$ cat config.mk
export PLATFORM = sky130hd
export DESIGN_NAME = id_emit
export DESIGN_NICKNAME = d
export VERILOG_FILES = /design/src/rtl/id_emit.sv
export SDC_FILE = /design/constraint.sdc
export NUM_CORES = 1
export LEC_CHECK = 0
export BUFFER_PORTS_ARGS = -buffer_cell sky130_fd_sc_hd__buf_2
export CAP_MARGIN = 15
export CORE_MARGIN = 4
export CORE_UTILIZATION = 55
export CTS_BUF_LIST = sky130_fd_sc_hd__clkbuf_4
export DETAILED_ROUTE_END_ITERATION = 12
export MAX_ROUTING_LAYER = met4
export PLACE_DENSITY = 0.75
export SYNTH_ARGS = -nofsm -noshare
export SYNTH_HDL_FRONTEND = slang
export SYNTH_SLANG_ARGS = --single-unit
$ cat constraint.sdc
create_clock -name clk -period 2.3 [get_ports clk]
set_clock_uncertainty 0.15 [all_clocks]
set_input_delay 0.46 -clock clk [delete_from_list [all_inputs] [get_ports clk]]
set_output_delay 0.46 -clock clk [all_outputs]
set_load 0.02 [all_outputs]
$ cat src/rtl/id_emit.sv
// id_emit: emits an ASCII identifier token: letters, then the decimal form of a value, over valid/ready.
// Define ID_TERM_EN to append a single space terminator after the last digit.
module id_emit #(
  parameter int MAX_LET = 8,
  parameter int VAL_W = 16,
  parameter int NDIG = 5
) (
  input  logic             clk,
  input  logic             reset,
  input  logic             start,
  input  logic [7:0]       let_base,
  input  logic [3:0]       let_cnt,
  input  logic [VAL_W-1:0] value,
  output logic [7:0]       char,
  output logic             char_valid,
  input  logic             char_ready,
  output logic             busy,
  output logic             done
);
  localparam int AW = 4*NDIG + VAL_W;
  localparam int DW = $clog2(NDIG + 1);
  localparam int SW = $clog2(VAL_W + 1);
  localparam logic [3:0] MAXL = 4'(MAX_LET);
  typedef enum logic [2:0] {
    IDLE, CONV, LET, DIG
`ifdef ID_TERM_EN
    , TERM
`endif
  } state_t;
  state_t state, nxt;
  logic [AW-1:0] acc;
  logic [4*NDIG-1:0] adj;
  logic [SW-1:0] step;
  logic [DW-1:0] dig_idx, first;
  logic [7:0] cur;
  logic [3:0] left, digit;
  logic xfer, is_alpha, done_n;
  assign xfer = char_valid && char_ready;
  assign busy = state != IDLE;
  assign digit = acc[VAL_W + 4*dig_idx +: 4];
  assign is_alpha = (let_base >= "a" && let_base <= "z") || (let_base >= "A" && let_base <= "Z");
  // BCD digits occupy the top of acc; the binary value shifts out of the bottom
  always_comb begin
    adj = '0;
    first = '0;
    for (int i = 0; i < NDIG; i++) begin
      adj[4*i +: 4] = acc[VAL_W + 4*i +: 4] >= 4'd5 ? acc[VAL_W + 4*i +: 4] + 4'd3 : acc[VAL_W + 4*i +: 4];
      if (acc[VAL_W + 4*i +: 4] != 4'd0) first = DW'(i);
    end
  end
  always_comb begin
    char = 8'h00;
    char_valid = 1'b0;
    if (state == LET) begin
      char = cur;
      char_valid = 1'b1;
    end
    if (state == DIG) begin
      char = 8'h30 + {4'h0, digit};
      char_valid = 1'b1;
    end
`ifdef ID_TERM_EN
    if (state == TERM) begin
      char = 8'h20;
      char_valid = 1'b1;
    end
`endif
  end
  always_comb begin
    nxt = state;
    done_n = 1'b0;
    case (state)
      IDLE: nxt = start ? CONV : IDLE;
      CONV: nxt = step == SW'(VAL_W) ? LET : CONV;
      LET:  nxt = xfer && left == 4'd1 ? DIG : LET;
      DIG: begin
        if (xfer && dig_idx == '0) begin
`ifdef ID_TERM_EN
          nxt = TERM;
`else
          nxt = IDLE;
          done_n = 1'b1;
`endif
        end
      end
`ifdef ID_TERM_EN
      TERM: begin
        nxt = xfer ? IDLE : TERM;
        done_n = xfer;
      end
`endif
      default: nxt = IDLE;
    endcase
  end
  always_ff @(posedge clk or posedge reset) begin
    if (reset) begin
      state <= IDLE;
      done <= 1'b0;
    end else begin
      state <= nxt;
      done <= done_n;
    end
  end
  // the cycle after the last shift picks the first nonzero digit for leading-zero suppression
  always_ff @(posedge clk or posedge reset) begin
    if (reset) begin
      acc <= '0;
      step <= '0;
      dig_idx <= '0;
      cur <= '0;
      left <= '0;
    end else begin
      case (state)
        IDLE: begin
          if (start) begin
            acc <= AW'(value);
            step <= '0;
            cur <= is_alpha ? let_base : "a";
            left <= let_cnt == 4'd0 ? 4'd1 : let_cnt > MAXL ? MAXL : let_cnt;
          end
        end
        CONV: begin
          if (step != SW'(VAL_W)) begin
            acc <= {adj, acc[VAL_W-1:0]} << 1;
            step <= step + 1'b1;
          end else dig_idx <= first;
        end
        LET: begin
          if (xfer) begin
            cur <= cur == "z" ? "a" : cur == "Z" ? "A" : cur + 8'd1;
            left <= left - 4'd1;
          end
        end
        DIG: if (xfer && dig_idx != '0) dig_idx <= dig_idx - 1'b1;
        default: ;
      endcase
    end
  end
endmodule

==> out/qor.csv <==
stage,metric,value,unit
setup_path,critical_path.top_delay_family,multiplexers,
pwr,pwr_density_cell,1440,nW/um^2
placement,pre_cts_slack,0.0351,ns
route,wl_per_cell,15.7,um
timing,fin_crit,2.54,ns
timing,tightest_slew,0.454,ns
synth,synth_common_cells,"59 x dfrtp_1, 43 x nand2_1, 37 x o21ai_0",
finish,area_growth,16.5,%
setup_path,path_cells,buf_12 > mux4_2 > nor2b_1 > a21oi_1 > a21oi_1 > buf_2,
cts,clockBufferDepth,2,
job,max_cap_viol_count,0,
die,io_pins,43,
synth,ys_warn_count,0,
finish,drive_gt1_frac,0.225,
synth,synth_top_cell_by_area,dfrtp_1,
finish,fin_nets,508,
setup_path,path_buf_inv,2,
setup_path,r2r_slack,0.18,ns
outcome,status,"complete, but fails checks",
placement,io_buffer_count,42,
cts,cts_sinks,59,
cts,numCtsBuffers,9,
global_routing,antenna_found_initial,0,
die,rows,29,
die,die_h,89.2,um
die,core_area,6390,um^2
pwr,p_leak,1.90,nW
timing,slew_viol_final,0,
global_routing,grt_pass1_wl,13600,um
cts,htree_num_levels,3,
synth,synth_cell_types,53,
synth,syn-num-nets,457,
route,viasPerCell,5.79,
cts,clock_latency,0.40,ns
pwr,irDropWorstVdd,0.000779,V
cts,cts_tree,yes,
synth,avgSynthCellArea,8.91,um^2
worst_hold_path,hp-class,in -> reg,
die,fp.dieW,89.2,um
global_routing,grt_overflow,0,
synth,synthCells,407,
synth,yosys_register_bits,59,
route,drtPass1Iterations,5,
setup_path,worstSetupEndpointType,output port,
route,drcViolationCount,0,
timing,finalSetupViolCount,4,
global_routing,grt_max_degree,36,
timing,fin_crit_sh,1.10,
synth,synthFlopType,dfrtp_1,
outcome,violations,negative setup slack,
timing,fin_ws,-0.239,ns
setup_path,cp_slowest_stage_delay,0.48,ns
route,routed_wl,8450,um
die,dieArea,7960,um^2
route,vias,3127,
setup_path,cpMostUsedCell,a21oi_1,
setup_path,worst-path-max-fanout,3,
finish,num_antenna_cells,0,
die,initial_core_util,0.568,
timing,timing.hold.ws,0.144,ns
placement,placedCellCount,517,
cts,cts_root_buffer,clkbuf_4,
synth,synth_edf_count,0,
timing,hold_viol_final,0,
synth,seq_area_frac_synth,0.407,
placement,gp_congestion,0.837,
timing,grt_setup_unrepaired,true,
synth,async_reset_ff_frac,1.00,
synth,yosys-top-cells-area,"dfrtp_1 41%, ha_1 6.2%, o21ai_0 5.1%",
global_routing,grt_usage,0.227,
setup_path,path_class,reg -> out,
route,drt_iter0_drc,125,
setup_path,crit_required,1.69,ns
placement,hpwl,6030,um
setup_path,startpoint_type,flip-flop,
synth,netlist.area_leader.share,0.407,
setup_path,worstPathArrival,1.93,ns
finish,final_cell_count_no_fill,540,
timing,fmax,0.394,GHz
route,ant_nets,0,
cts,clkTransAtPathRegs,0.10,ns
global_routing,first_global_vias,2983,
synth,netlist_area,3630,um^2
setup_path,crit_path_top_delay_cell,mux4_2,
timing,maxSlewHeadroom,0.695,
synth,synthMostInstantiatedCell,dfrtp_1,
## metal layers
| metal | global-route usage | vias to the layer above | wire length, um |
|---|---|---|---|
| met2 | 0.363 | 66 | 3970 |
| met3 | 0.0359 | 9 | 403 |
| li1 | - | 1556 | - |
| met5 | - | - | 0 |
| met4 | 0.0758 | 0 | 115 |
| met1 | 0.296 | 1496 | 3960 |
## cell usage in the layout (no fill, tap or decap), drive strengths merged, types with 4 or more instances in the layout
cell type and n:
a21oi 27, nand2b 12, o31ai 6, nand3 20
nor3b 4, nor2b 5, buf 64, dfrtp 59
clkbuf 10, nand2 43, mux4 4, a32o 6
inv 23, mux2 5, nor3 8, nor2 30
xnor2 5, ha 18, o21ai 38, o21a 5
a31oi 21
## stage by stage
stage,utilization,TNS (ns),total power [mW],area [um^2]
final,0.661,-0.874,6.07,4220
after global routing,0.661,-1.27,6.58,4220
after CTS,0.654,-0.917,6.00,4180
after detailed placement,0.619,0,4.98,3950
after global placement,0.619,0,4.85,3950
after floorplan,-,0,4.20,3630
## path summary, 6_finish.rpt
check,startpoint,to,cells past startpoint
max in group asynchronous,reset,acc[27]$_DFFE_PP0P_,4
worst min register to register,left[1]$_DFFE_PP0P_,left[1]$_DFFE_PP0P_,2
worst min-delay path,let_base[3],cur[3]$_DFFE_PP0P_,2
worst max register to register,acc[24]$_DFFE_PP0P_,dig_idx[1]$_DFFE_PP0P_,6
min in group asynchronous,reset,acc[33]$_DFFE_PP0P_,3
worst max-delay path,dig_idx[0]$_DFFE_PP0P_,char[0],6
## registers in the layout, summed over array words and instances, names as in the netlist
register	count
done	1
state	2
dig_idx	3
cur	8
step	5
left	4
acc	36
## layout make-up
cell class                      count  area [um^2]
Multi-Input combinational cell    300         1950
Sequential cell                    59         1480
Tap cell                           77         96.3
Clock inverter                      6          104
Fill cell                         549         2160
Timing Repair Buffer               65          429
Clock buffer                       10         75.1
Inverter                           23         86.3
## timing repair
action                     CTS  global route
resized for setup            5             5
hold buffers                 1             0
hold endpoints to repair    18             0
setup endpoints to repair    6             6
pin swaps                    0             1
setup buffers                2             4
## report_power, final
group	switching, mW	internal (mW)
clock	0.385	0.556
sequential	0.503	1.48
combinational	1.72	1.42
## cells by family after synthesis
family                   count (synthesis)  synth area share
XOR/XNOR                                 8            0.0193
AO/OA/AOI/OAI                          120             0.208
buffers and inverters                   48            0.0587
flip-flops                              59             0.407
multiplexers                            11            0.0459
adder cells (fa/ha/maj)                 18            0.0621
AND/OR/NAND/NOR                        143             0.198
Power figures use the tool's default switching activity.
